**src/rtl/free_list_pkg.sv**
```systemverilog
// Shared sizing defaults for the R10K physical-register free list.
package free_list_pkg;
  localparam int FL_N          = 3;
  localparam int FL_ARCH_COUNT = 32;
  localparam int FL_PHYS_REGS  = 64;
  localparam int FL_PRW        = $clog2(FL_PHYS_REGS);
endpackage

```
**src/rtl/free_list_if.sv**
```systemverilog
// Rename-side bundle: allocation lanes, retire free mask, recovery source and status.
interface free_list_if
  import free_list_pkg::*;
#(
  parameter int N         = FL_N,
  parameter int PHYS_REGS = FL_PHYS_REGS,
  parameter int PRW       = $clog2(PHYS_REGS)
);
  logic [N-1:0]          allocReq;
  logic [N-1:0]          allocGrant;
  logic [N-1:0][PRW-1:0] allocTags;
  logic [PHYS_REGS-1:0]  freeMask;
  logic                  recoverEn;
  logic [PHYS_REGS-1:0]  archUsedMask;
  logic [PRW:0]          freeCount;
  logic                  emptyFlag;

  modport master (
    output allocReq, freeMask, recoverEn, archUsedMask,
    input  allocGrant, allocTags, freeCount, emptyFlag
  );
  modport slave (
    input  allocReq, freeMask, recoverEn, archUsedMask,
    output allocGrant, allocTags, freeCount, emptyFlag
  );
endinterface

```
**src/rtl/free_list_picker.sv**
```systemverilog
// Combinational: N lowest set-bit indices of a bitmap via cascaded priority encoders.
module free_list_picker
  import free_list_pkg::*;
#(
  parameter int N         = FL_N,
  parameter int PHYS_REGS = FL_PHYS_REGS,
  parameter int PRW       = $clog2(PHYS_REGS)
) (
  input  logic [PHYS_REGS-1:0]  bits_i,
  output logic [N-1:0]          pick_vld_o,
  output logic [N-1:0][PRW-1:0] pick_idx_o
);
  logic [PHYS_REGS-1:0] avail [N+1];

  assign avail[0] = bits_i;

  for (genvar s = 0; s < N; s++) begin : g_slot
    logic           hit;
    logic [PRW-1:0] pos;

    // Descending scan so the last match is the lowest index.
    always_comb begin
      hit = 1'b0;
      pos = '0;
      for (int i = PHYS_REGS - 1; i >= 0; i--) begin
        if (avail[s][i]) begin
          hit = 1'b1;
          pos = PRW'(i);
        end
      end
    end

    assign avail[s+1]    = hit ? (avail[s] & ~(PHYS_REGS'(1) << pos)) : avail[s];
    assign pick_vld_o[s] = hit;
    assign pick_idx_o[s] = pos;
  end
endmodule

```
**src/rtl/free_list.sv**
```systemverilog
// Bitmap free list: in-order multi-lane PR grant, retire reclaim, branch-recovery rebuild.
module free_list
  import free_list_pkg::*;
#(
  parameter int N          = FL_N,
  parameter int ARCH_COUNT = FL_ARCH_COUNT,
  parameter int PHYS_REGS  = FL_PHYS_REGS,
  parameter int PRW        = $clog2(PHYS_REGS)
) (
  input  logic        clock,
  input  logic        reset,
  free_list_if.slave  fl
);
  localparam logic [PHYS_REGS-1:0] RST_FREE  = {PHYS_REGS{1'b1}} << ARCH_COUNT;
  localparam logic [PRW:0]         RST_COUNT = (PRW+1)'(PHYS_REGS - ARCH_COUNT);

  logic [PHYS_REGS-1:0]  free_bits_q, free_bits_d;
  logic [PRW:0]          free_count_q, free_count_d;
  logic                  empty_q, empty_d;

  logic [N-1:0]          pick_vld;
  logic [N-1:0][PRW-1:0] pick_idx;
  logic [N-1:0]          grant;
  logic [N-1:0][PRW-1:0] tags;
  logic [PHYS_REGS-1:0]  granted_mask;

  free_list_picker #(.N(N), .PHYS_REGS(PHYS_REGS), .PRW(PRW)) u_picker (
    .bits_i     (free_bits_q),
    .pick_vld_o (pick_vld),
    .pick_idx_o (pick_idx)
  );

  // Walk lanes oldest (N-1) first; each requester takes the next slot, so a
  // denial propagates to every younger requester automatically.
  always_comb begin
    int slot;
    slot         = 0;
    grant        = '0;
    tags         = '0;
    granted_mask = '0;
    for (int l = N - 1; l >= 0; l--) begin
      if (fl.allocReq[l]) begin
        if (!reset && !fl.recoverEn && pick_vld[slot]) begin
          grant[l]     = 1'b1;
          tags[l]      = pick_idx[slot];
          granted_mask = granted_mask | (PHYS_REGS'(1) << pick_idx[slot]);
        end
        slot = slot + 1;
      end
    end
  end

  always_comb begin
    if (fl.recoverEn)
      free_bits_d = ~fl.archUsedMask | fl.freeMask;
    else
      free_bits_d = (free_bits_q & ~granted_mask) | fl.freeMask;
    free_bits_d[0] = 1'b0;
  end

  // Count is rebuilt from the next bitmap every cycle, never tracked incrementally.
  always_comb begin
    free_count_d = '0;
    for (int i = 0; i < PHYS_REGS; i++)
      free_count_d = free_count_d + (PRW+1)'(free_bits_d[i]);
    empty_d = free_count_d < (PRW+1)'(N);
  end

  always_ff @(posedge clock) begin
    if (reset) begin
      free_bits_q  <= RST_FREE;
      free_count_q <= RST_COUNT;
      empty_q      <= 1'b0;
    end else begin
      free_bits_q  <= free_bits_d;
      free_count_q <= free_count_d;
      empty_q      <= empty_d;
    end
  end

  assign fl.allocGrant = grant;
  assign fl.allocTags  = tags;
  assign fl.freeCount  = free_count_q;
  assign fl.emptyFlag  = empty_q;
endmodule

```
**src/flat_wrapper.sv**
```systemverilog
// flat-port wrapper written by rule: the top's interface ports become plain ports
module free_list_flat import free_list_pkg::*;
#(
  parameter int N          = FL_N,
  parameter int ARCH_COUNT = FL_ARCH_COUNT,
  parameter int PHYS_REGS  = FL_PHYS_REGS,
  parameter int PRW        = $clog2(PHYS_REGS)
)
  (clock, reset, fl_allocReq, fl_freeMask, fl_recoverEn, fl_archUsedMask, fl_allocGrant, fl_allocTags, fl_freeCount, fl_emptyFlag);
  free_list_if #(.N(N), .PHYS_REGS(PHYS_REGS), .PRW(PRW)) fl_i ();
  input  logic clock;
  input  logic reset;
  input wire logic [$bits(fl_i.allocReq)-1:0] fl_allocReq;
  input wire logic [$bits(fl_i.freeMask)-1:0] fl_freeMask;
  input wire logic [$bits(fl_i.recoverEn)-1:0] fl_recoverEn;
  input wire logic [$bits(fl_i.archUsedMask)-1:0] fl_archUsedMask;
  output wire logic [$bits(fl_i.allocGrant)-1:0] fl_allocGrant;
  output wire logic [$bits(fl_i.allocTags)-1:0] fl_allocTags;
  output wire logic [$bits(fl_i.freeCount)-1:0] fl_freeCount;
  output wire logic [$bits(fl_i.emptyFlag)-1:0] fl_emptyFlag;
  assign fl_i.allocReq = fl_allocReq;
  assign fl_i.freeMask = fl_freeMask;
  assign fl_i.recoverEn = fl_recoverEn;
  assign fl_i.archUsedMask = fl_archUsedMask;
  assign fl_allocGrant = fl_i.allocGrant;
  assign fl_allocTags = fl_i.allocTags;
  assign fl_freeCount = fl_i.freeCount;
  assign fl_emptyFlag = fl_i.emptyFlag;
  free_list #(.N(N), .ARCH_COUNT(ARCH_COUNT), .PHYS_REGS(PHYS_REGS), .PRW(PRW)) u_core (.clock(clock), .reset(reset), .fl(fl_i));
endmodule
```
**config.mk**
```make
export PLATFORM = sky130hd
export DESIGN_NAME = free_list_flat
export DESIGN_NICKNAME = d
export VERILOG_FILES = /design/src/rtl/free_list_pkg.sv /design/src/rtl/free_list_if.sv /design/src/rtl/free_list_picker.sv /design/src/rtl/free_list.sv /design/src/flat_wrapper.sv
export SDC_FILE = /design/constraint.sdc
export NUM_CORES = 1
export LEC_CHECK = 0
export ABC_AREA = 1
export BUFFER_PORTS_ARGS = -buffer_cell sky130_fd_sc_hd__buf_2
export CORE_MARGIN = 1
export CORE_UTILIZATION = 30
export DETAILED_ROUTE_END_ITERATION = 16
export PLACE_DENSITY = 0.45
export SETUP_SLACK_MARGIN = 0.2
export SYNTH_ARGS = -nofsm -noshare
export SYNTH_HDL_FRONTEND = slang
export SYNTH_SLANG_ARGS = --single-unit
```
**constraint.sdc**
```tcl
create_clock -name clock -period 17.9 [get_ports clock]
set_input_delay 3.58 -clock clock [delete_from_list [all_inputs] [get_ports clock]]
set_output_delay 3.58 -clock clock [all_outputs]
set_load 0.02 [all_outputs]
```
* Word-level counts from Yosys, hierarchy flattened
Cells that the tools add are included.
Word-level totals: output and inout bits 29, bits of input ports 134, logic and storage cells 510, flip-flop bits (word level) 72
Cells by class: shift-type cells 4, add/subtract/negate cells 63, magnitude comparators 3, bitwise operators 11, muxes and demuxes 419, reductions and logical operators 6
Operators with widths (number):
- $mux 6 | 202
- $mux 64 | 9
- $add 7x1->7 | 61
- $not 64->64 | 4
- $or 64x64->64 | 4
- $shl 1x6->64 const A | 4
- $mux 1 | 203
- $and 64x64->64 | 3
- $lt 32x4->1 const B | 1
- $mux 32 | 1
- $bmux 6 s2 | 2
- $lt 7x2->1 const B | 1
- $bmux 1 s2 | 2
- $logic_and 1x1->1 | 4
- $lt 1x3->1 const B | 1
- $add 1x1->2 | 1
- $add 1x1->2 const B | 1
- $logic_not 1->1 | 2

* Longest topological paths before layout
Gate-level depths: netlist of the first run.
depth in word-level cells 277, depth in mapped cells 213, gate-level depth less buffers 213

* Modules after synthesis
A second synthesis of the first run with hierarchy kept.
Second synthesis, totals: cell total of the unflattened synthesis 2000, area, all modules 10988.0 um^2
By module, submodules not included:
- free_list | area an instance 7254.5 um^2, instances 1, cells each 1131
- free_list_picker | area an instance 3733.6 um^2, instances 1, cells each 869

* Worst setup path after synthesis of the first run
Ideal clock, no wire load.
path type register to register, from reg u_core.free_bits_q[62], to reg u_core.empty_q (netlist: u_core.fl.emptyFlag), stages on the path, launching flop included 211, required time 17.836 ns, buffers on the path 0, slack 2.702 ns, clock period less this slack 15.198 ns, arrival time 15.134 ns, setup time 0.064 ns, path through dfxtp_1 inv_1 nand2_1 nand2_1 nand2_1 nand2_1 nand2_1 nand2_1 nand2_1 nand2_1 nand2_1 nand2_1 nand2_1 nand2_1 nand2_1 nand2_1 nand2_1 nand2_1 [175 not listed] fa_1 fa_1 inv_1 fa_1 fa_1 fa_1 inv_1 fa_1 inv_1 ha_1 fa_1 a21oi_1 o21ai_0 a21oi_1 inv_1 a21oi_1 nand3_1 nor2_1
On the way: longest elaborated chain between the ends 276, elaborated cells between the ends (all ways) 482, classes of those cells add/sub (62); order compare (1); shift (4); mux (403); bitwise (9); reduce/logical (3)
Ends and longest elaborated chain:
- start: declaration | line free_list.sv:17 | logic [PHYS_REGS-1:0] free_bits_q, free_bits_d;
- start signal: assignment | line free_list.sv:75 | free_bits_q <= free_bits_d;
- $mux 6 (63 in series) | line free_list_picker.sv:26 | if (avail[s][i]) begin
- $shl 1x6->64 | line free_list_picker.sv:33, free_list.sv:46
- $not 64->64 | line free_list_picker.sv:33 | assign avail[s+1] = hit ? (avail[s] & ~(PHYS_REGS'(1) << pos)) : avail[s];
- $and 64x64->64 | line free_list_picker.sv:33
- $mux 64 | line free_list_picker.sv:33
- $mux 6 (64 in series) | line free_list_picker.sv:26
- $shl 1x6->64 | line free_list_picker.sv:33
- $not 64->64 | line free_list_picker.sv:33
- [76 not listed]
- $not 64->64 | line free_list.sv:57 | free_bits_d = (free_bits_q & ~granted_mask) | fl.freeMask;
- $and 64x64->64 (*) | line free_list.sv:57
- $or 64x64->64 (*) | line free_list.sv:57
- $mux 64 (*) | line free_list.sv:54 | if (fl.recoverEn)
- $add 1x1->2 | line free_list.sv:65 | free_count_d = free_count_d + (PRW+1)'(free_bits_d[i]);
- $add 7x1->7 (60 in series) | line free_list.sv:65
- $add 7x1->7 (*) | line free_list.sv:65
- $lt 7x2->1 (*) | line free_list.sv:66 | empty_d = free_count_d < (PRW+1)'(N);
- end signal: assignment | line free_list.sv:77 | empty_q <= empty_d;
- end: declaration | line free_list.sv:19 | logic empty_q, empty_d;
Mark *: on every way between the ends. The rest lies on a longest branch, timed or not. The select of a mux whose other input is x is not followed. A chain may end at the register's enable or synchronous reset.

* Worst setup path in the final report of the first run
from reg u_core.free_bits_q[63], to reg u_core.empty_q (netlist: u_core.fl.emptyFlag)
On the way: longest elaborated chain between the ends 277, elaborated cells between the ends (all ways) 484, classes of those cells add/sub (62); order compare (1); shift (4); mux (405); bitwise (9); reduce/logical (3)
Ends and longest elaborated chain (line):
- $mux 6 (64 in series) | free_list_picker.sv:26
- $shl 1x6->64 | free_list_picker.sv:33, free_list.sv:46
- $not 64->64 | free_list_picker.sv:33
- $and 64x64->64 | free_list_picker.sv:33
- $mux 64 | free_list_picker.sv:33
- $mux 6 (64 in series) | free_list_picker.sv:26
- $shl 1x6->64 | free_list_picker.sv:33
- $not 64->64 | free_list_picker.sv:33
- [76 not listed]
- $not 64->64 | free_list.sv:57
- $and 64x64->64 (*) | free_list.sv:57
- $or 64x64->64 (*) | free_list.sv:57
- $mux 64 (*) | free_list.sv:54
- $add 1x1->2 | free_list.sv:65
- $add 7x1->7 (60 in series) | free_list.sv:65
- $add 7x1->7 (*) | free_list.sv:65
- $lt 7x2->1 (*) | free_list.sv:66
Marks and branches as above.

==> reports/results.tsv, run 1 <==
stage	metric	value	unit
worst_setup_path	FF-to-FF setup slack	290	ps
sta	Slew @ Worst Pin	1060	ps
clock_network	Root Driver	clkbuf_16	
power	Internal	1.57	mW
worst_setup_path	CP Launch Type	flip-flop	
power	total chip power	2.96	mW
worst_setup_path	Crit. End Element	flip-flop	
synth	multiplexer share of the synthesized area	0	%
synth	Synth Area in Compound Gates	19.2	%
grt	gr ovfl total	0	
final_layout	post-route insts no fill	2653	
grt	first-pass GRT wire length	79.8	mm
die	Die Wd	188	um
die	die height	188	um
synth	yosys warns	0	
placed_design	DP Area	13100	um2
worst_setup_path	Max stage delay cell, worst path	fa_2	
worst_setup_path	worst stage delay on the critical path	560	ps
clock_network	clock-pin slew on the worst setup and hold paths	60	ps
run	Max Cap Viol	0	
synth	largest family of logic cells by synthesized area	simple AND/OR/NAND/NOR gates	
sta	Setup Skew	9.14	ps
placed_design	number of placed cells counting well taps	2616	
grt	vias in the first global route	13100	
clock_network	Clock Path Buffers	2	
synth	syn_area_per_cell	5.59	um2
die	Core Area	33800	um2
grt	largest net degree at the start of global routing	62	
routing	DRT iter0 DRCs	1064	
final_layout	ant diodes	0	
worst_setup_path	R2R Path Start	u_core.free_bits_q[63]	
sta	final hold viol count	0	
synth	Syn Nets	2062	
sta	Slew Viols, Final	0	
synth	distinct cell type count after synthesis	49	
die	Die ar.	35400	um2
clock_network	H-tree lvl count	3	
clock_network	Clk Latency, worst-skew pair	360	ps
routing	Routed WL per cell	20.9	um
final_layout	nets@finish	2405	
hold_path	Hold Crit Endpoint	u_core.free_bits_q[22]	
power	Seq pwr share	6.9	%
sta	RSZ-0062 raised after global routing	true	
clock_network	hold_buf cts	0	
placed_design	Placer Congestion	0.997	
routing	overall via count from detail_route	13500	
worst_setup_path	Setup CP Type	flip-flop to flip-flop	
final_layout	Syn-to-layout area delta	36.0	%
clock_network	CTS tree	built	
power	Worst VDD drop	1.13	mV
sta	Tcrit/Tclk final	98.4	%
sta	max frequency	0.0568	GHz
synth	Main synth FF type	dfxtp_1	
final_layout	design area	14100	um2
placed_design	DP Worst Slack	-298	ps
synth	synthesized area	10400	um2
die	row cnt	67	
routing	residual DRC count	0	
synth	post-synthesis simple-gate area fraction	43.1	%
die	io pins	163	
synth	register bit total from synthesis	71	
clock_network	Clock Sinks	71	
outcome	status	finished, final reports clean	
grt	GRT Util Overall	30.9	%
placed_design	dpl hpwl	46.9	mm
placed_design	IO Port Bufs	160	
routing	Post-Route WL	55.3	mm
final_layout	# fillers	3771	
routing	Via density	5.11	
sta	setup violators final	0	
worst_setup_path	Worst Path Max Fanout	7	
power	switching pwr	1.39	mW
die	initial core utilization	30.7	%
grt	initial antenna violation count	0	
sta	Period minus WS final	17610	ps
synth	Post-synth EDFFs	0	
worst_setup_path	Worst EP arrival	17900	ps
hold_path	Hold Crit Start	u_core.free_bits_q[22]	
power	Gate power share	86.6	%
sta	relative slew slack	28.8	%
hold_path	Hold Crit Class	flip-flop to flip-flop	
final_layout	share of cells above drive strength 1	26.1	%
routing	DRT Pass-1 Iters	5	
power	Pwr Density	210	nW/um2
synth	Synth Instances	1857	
synth	sequential area share after synthesis	13.7	%
synth	XOR/XNOR Fraction of Synth Area	0.253	%
worst_setup_path	Worst path most repeated cell	nand2_1	
power	clock power share	6.5	%
worst_setup_path	reg2reg path depth	206	
worst_setup_path	Data required, critical path	18190	ps
sta	final worst slack	294	ps
synth	Post-Synth Adder-Cell Area	12.4	%
power	Switching Share	47.0	%
routing	ANT nets after route	0	
worst_setup_path	r2r endpoint	u_core.fl.emptyFlag	
clock_network	cts bufs inserted	9	
hold_path	worst hold path depth	4	
synth	Async SR Flop Fraction	0	%
power	Static Leak	6.66	nW
per-stage QoR:
step | TNS [ps] | hold slack (ps) | util [%]
final | 0 | 653 | 41.8
after global routing | -10520 | 681 | 41.8
after CTS | 0 | 613 | 40.3
after detailed placement | -579 | 602 | 38.7
after global placement | -805 | 592 | 38.7
after floorplan | 0 | 519 | -
cells in the final DEF, fill, tap and decap left out, types with 12 or more instances in the layout:
cell type and instances:
o21bai_1 31, o211ai_1 16, fa_1 41, a221oi_1 15, nand2_1 507, buf_2 160
nor3_1 24, ha_1 14, nand3_1 87, dfxtp_1 68, a211oi_1 12, nor2_4 15
a21oi_1 89, nand3_2 15, nand2_2 34, nor2_2 17, fa_2 12, inv_2 20
inv_1 225, nor2_1 338, buf_4 223, o21ai_0 71
layout make-up:
class                      instances  area, um2  area share [%]
multi-input combinational       1474       8320            58.9
clock inverter                     4       53.8           0.381
sequential                        71       1430            10.1
tap                              448        561            3.97
inverter                         254        957            6.78
clock buffer                      12        246            1.75
timing repair buffer             390       2550            18.1
timing repair:
| item | in CTS | in global routing |
|---|---|---|
| resized for setup | 48 | 110 |
| pin swaps | 22 | 75 |
| setup endpoints to repair | 7 | 8 |
| buffers inserted | 6 | 15 |
critical path, delay by kind of cell (launching register included):
kind / cells / cell delay, ps
adder cells (fa/ha/maj): 10 / 4370
flip-flops: 1 / 360
AO/OA/AOI/OAI: 6 / 970
AND/OR/NAND/NOR: 182 / 11280
buffers and inverters: 8 / 540
power groups by stage:
| stage | clock [mW] | sequential (mW) | combinational (mW) |
|---|---|---|---|
| finish | 0.192 | 0.205 | 2.57 |
| floorplan | 0 | 0.208 | 1.27 |
| global route | 0.200 | 0.205 | 2.92 |
| global placement | 0 | 0.207 | 2.01 |
| CTS | 0.194 | 0.203 | 2.12 |
| detailed placement | 0 | 0.207 | 2.03 |
synth_stat cells, drive strengths merged, types with 3 or more instances:
cell     number  area share [%]
dfxtp        71              14
fa           53              10
nor3         26             1.3
buf          16            0.70
nor4          7            0.42
and2          5            0.30
a21boi       11            0.90
a221oi       15             1.3
clkbuf       42             1.5
o21a          4            0.29
nand3       111             5.7
o21bai       34             2.5
a2111oi       4            0.34
ha           18             2.2
o2111ai      11            0.93
a211oi       12            0.87
o211ai       16             1.2
clkinv        8            0.29
a21oi        96             4.7
a31oi        11            0.66
o31ai         8            0.58
inv         246             8.9
o21ai        82             4.0
nand4        15             1.1
or2           4            0.24
a311oi        3            0.25
nand2       547              20
nor2        370              14
state kept, by name, indices dropped and copies added (netlist names):
name,count
u_core.free_bits_q,63
u_core.fl.freeCount,7
u_core.fl.emptyFlag,1
cells by family after synthesis:
kind of cell | after synthesis
adders and majority gates | 71
AOI/OAI and AO/OA | 315
and+or+nand+nor | 1085
DFF | 71
buffers and inverters | 312
xor gates and xnor gates | 3
routing by layer:
layer	part of all wire (%)	up-vias	track usage [%]	wire (um)
li1	-	6640	-	-
met1	41	6252	38.7	22900
met4	5.5	0	16.8	3050
met3	6.0	124	2.71	3300
met2	47	529	52.3	26000
met5	0	-	0	0
worst max path at each step:
| stage | slack, ps | cells after the start | to | from |
|---|---|---|---|---|
| after floorplan | 2700 | 210 | u_core.fl.emptyFlag | u_core.free_bits_q[62] |
| after detailed placement | -300 | 207 | u_core.fl.emptyFlag | u_core.free_bits_q[63] |
| after CTS | 200 | 208 | u_core.fl.emptyFlag | u_core.free_bits_q[62] |
| final | 290 | 206 | u_core.fl.emptyFlag | u_core.free_bits_q[63] |
| after global placement | -360 | 207 | u_core.fl.emptyFlag | u_core.free_bits_q[63] |
| after global routing | -1640 | 204 | u_core.fl.emptyFlag | u_core.free_bits_q[62] |
(Power assumes the default switching activity.)
==> run 2: changes to the inputs <==
- CORE_MARGIN: 1 -> 2
- REMOVE_ABC_BUFFERS: unset -> 1
==> run 2 against run 1 <==
  * Total power up 1.5%
  * Largest power group unchanged
  * Critical path type unchanged
  * Utilization up 0.20 points
  * Critical path depth down 17
  * Clock power up 5%
  * Via count up 0.10%
  * Final cell count up 2.0%
  * Clock skew down 2.1 ps
  * Die area up 2.1%
==> reports/results.tsv, run 2 (same netlist as run 1, synthesis figures left out) <==
stage	metric	value	unit	change
routing	Via density	5.01		-1.8%
grt	met2 usage	50.4	%	-1.9 points
final_layout	ant diodes	0		unchanged
die	Die Wd	190	um	+1.1%
sta	max frequency	0.0562	GHz	-1.1%
routing	Post-Route WL	54.5	mm	-1.5%
clock_network	H-tree lvl count	3		unchanged
power	Static Leak	6.90	nW	+3.6%
final_layout	Most flops, register	u_core.free_bits_q		
routing	overall via count from detail_route	13600		+0.10%
clock_network	CTS tree	built		
grt	gr ovfl total	0		unchanged
grt	initial antenna violation count	0		unchanged
hold_path	Hold Crit Class	flip-flop to flip-flop		
final_layout	commonest non-fill, non-tap cell in the layout	nand2_1		
sta	Period minus WS final	17800	ps	+192 ps
worst_setup_path	Worst Path Max Fanout	7		unchanged
die	Die ar.	36100	um2	+2.1%
worst_setup_path	Worst path most repeated cell	nand2_1		
final_layout	nets@finish	2451		+1.9%
sta	Slew @ Worst Pin	1280	ps	+220 ps
grt	GRT Util Overall	30.2	%	-0.73 points
clock_network	Clk Latency, worst-skew pair	360	ps	about the same
clock_network	cts bufs inserted	9		unchanged
worst_setup_path	Crit. End Element	flip-flop		
die	die height	190	um	+1.1%
grt	first-pass GRT wire length	79.8	mm	about the same
clock_network	Clock Sinks	71		unchanged
die	row cnt	68		+1.5%
worst_setup_path	Data required, critical path	18200	ps	about the same
worst_setup_path	CP Launch Type	flip-flop		
worst_setup_path	Worst EP arrival	18100	ps	+200 ps
final_layout	max reg flops	63		unchanged
power	Pwr Density	209	nW/um2	-0.51%
final_layout	commonest cells after routing, fill and taps aside	519 x nand2_1, 343 x nor2_1, 262 x buf_4		
die	io pins	163		unchanged
routing	DRT Pass-1 Iters	6		+1
routing	DRT iter0 DRCs	992		-6.8%
worst_setup_path	reg2reg path depth	189		-8.3%
sta	Setup Skew	7.05	ps	-2.09 ps
final_layout	share of cells above drive strength 1	26.5	%	+0.41 points
grt	vias in the first global route	13200		+1.2%
worst_setup_path	FF-to-FF setup slack	100	ps	-190 ps
sta	setup violators final	0		unchanged
grt	largest net degree at the start of global routing	59		-4.8%
placed_design	dpl hpwl	46.3	mm	-1.2%
sta	relative slew slack	13.5	%	-15 points
routing	residual DRC count	0		unchanged
final_layout	Syn-to-layout area delta	38.6	%	
clock_network	Root Driver	clkbuf_16		
worst_setup_path	Max stage delay cell, worst path	fa_2		
routing	Routed WL per cell	20.1	um	-3.4%
grt	met1 GRT Util	38.8	%	+0.076 points
sta	final worst slack	102	ps	-192 ps
clock_network	clock-pin slew on the worst setup and hold paths	60	ps	about the same
die	initial core utilization	30.3	%	-0.45 points
power	Worst VDD drop	0.959	mV	-15%
power	total chip power	3.01	mW	+1.5%
worst_setup_path	Setup CP Type	flip-flop to flip-flop		
worst_setup_path	R2R Path Start	u_core.free_bits_q[62]		
routing	ANT nets after route	0		unchanged
sta	Tcrit/Tclk final	99.4	%	+1.1 points
sta	Slew Viols, Final	0		unchanged
grt	GR Util met3	2.43	%	-0.28 points
hold_path	worst hold path depth	2		-2
worst_setup_path	worst stage delay on the critical path	620	ps	+60 ps
grt	Most Crowded Layer GR	met2		
sta	final hold viol count	0		unchanged
placed_design	DP Worst Slack	-388	ps	-89.6 ps
die	Core Area	34300	um2	+1.5%
run	Max Cap Viol	0		unchanged
hold_path	Hold Crit Start	u_core.free_bits_q[1]		
worst_setup_path	r2r endpoint	u_core.fl.emptyFlag		
sta	RSZ-0062 raised after global routing	true		
clock_network	Clock Path Buffers	2		unchanged
hold_path	Hold Crit Endpoint	u_core.free_bits_q[1]		
outcome	status	finished, final reports clean		
placed_design	Placer Congestion	0.994		-0.24%
placed_design	IO Port Bufs	160		unchanged
-- run 2: cell type report --
type                    instances  area, um2
fillers                      3871      19900
clock buffers                  10        239
multi-input cells            1474       8180
repair buffers                436       2950
clock inverters                 5       82.6
inverters                     254        957
well taps                     455        569
flip-flops and latches         71       1420
-- run 2: what timing repair did --
| action | 4_1_cts | 5_1_grt |
|---|---|---|
| endpoints found under the setup margin | 7 | 9 |
| buffers inserted | 12 | 12 |
| gates resized for setup | 42 | 82 |
| cloned | 0 | 0 |
| hold buffers | 0 | 0 |
| pin swaps | 17 | 28 |
-- run 2: worst max-delay path: cells and delay by family (launching register included) --
family	cells	cell delay, ps
and+or+nand+nor	143	8920
AOI/OAI and AO/OA	13	1480
buffers and inverters	23	2340
DFF	1	320
adders and majority gates	10	4660
-- run 2: power breakdown --
| group | total [mW] | switching, mW | internal (mW) | leakage (nW) |
|---|---|---|---|---|
| Combinational | 2.60 | 1.31 | 1.29 | 6.16 |
| Sequential | 0.203 | 0.0139 | 0.190 | 0.589 |
| Clock | 0.201 | 0.0762 | 0.125 | 0.159 |
| Total | 3.01 | 1.40 | 1.61 | 6.90 |
-- run 2: worst max-delay path by stage --
stage	startpoint	to	slack, ps
after floorplan	u_core.free_bits_q[62]	u_core.fl.emptyFlag	2480
after global placement	u_core.free_bits_q[62]	u_core.fl.emptyFlag	-430
after detailed placement	u_core.free_bits_q[62]	u_core.fl.emptyFlag	-390
after CTS	u_core.free_bits_q[62]	u_core.fl.emptyFlag	140
after global routing	u_core.free_bits_q[62]	u_core.fl.emptyFlag	-1920
final	u_core.free_bits_q[62]	u_core.fl.emptyFlag	100
-- run 2: routing by layer --
layer  routed length [um]  part of all wire, %
met5                    0                    0
met4                 2820                  5.2
met3                 2890                  5.3
met2                25600                   47
met1                23200                   43
-- run 2: through the flow --
step	utilization (%)	cells	area (um2)	hold WS, ps	TNS (ps)
5_1_grt	42.0	2705	14400	616	-13140
3_5_place_dp	39.2	2666	13400	615	-963
3_3_place_gp	39.2	2666	13400	604	-1140
2_1_floorplan	-	1799	10200	512	0
6_report	42.0	2705	14400	585	0
4_1_cts	40.9	2693	14000	624	0
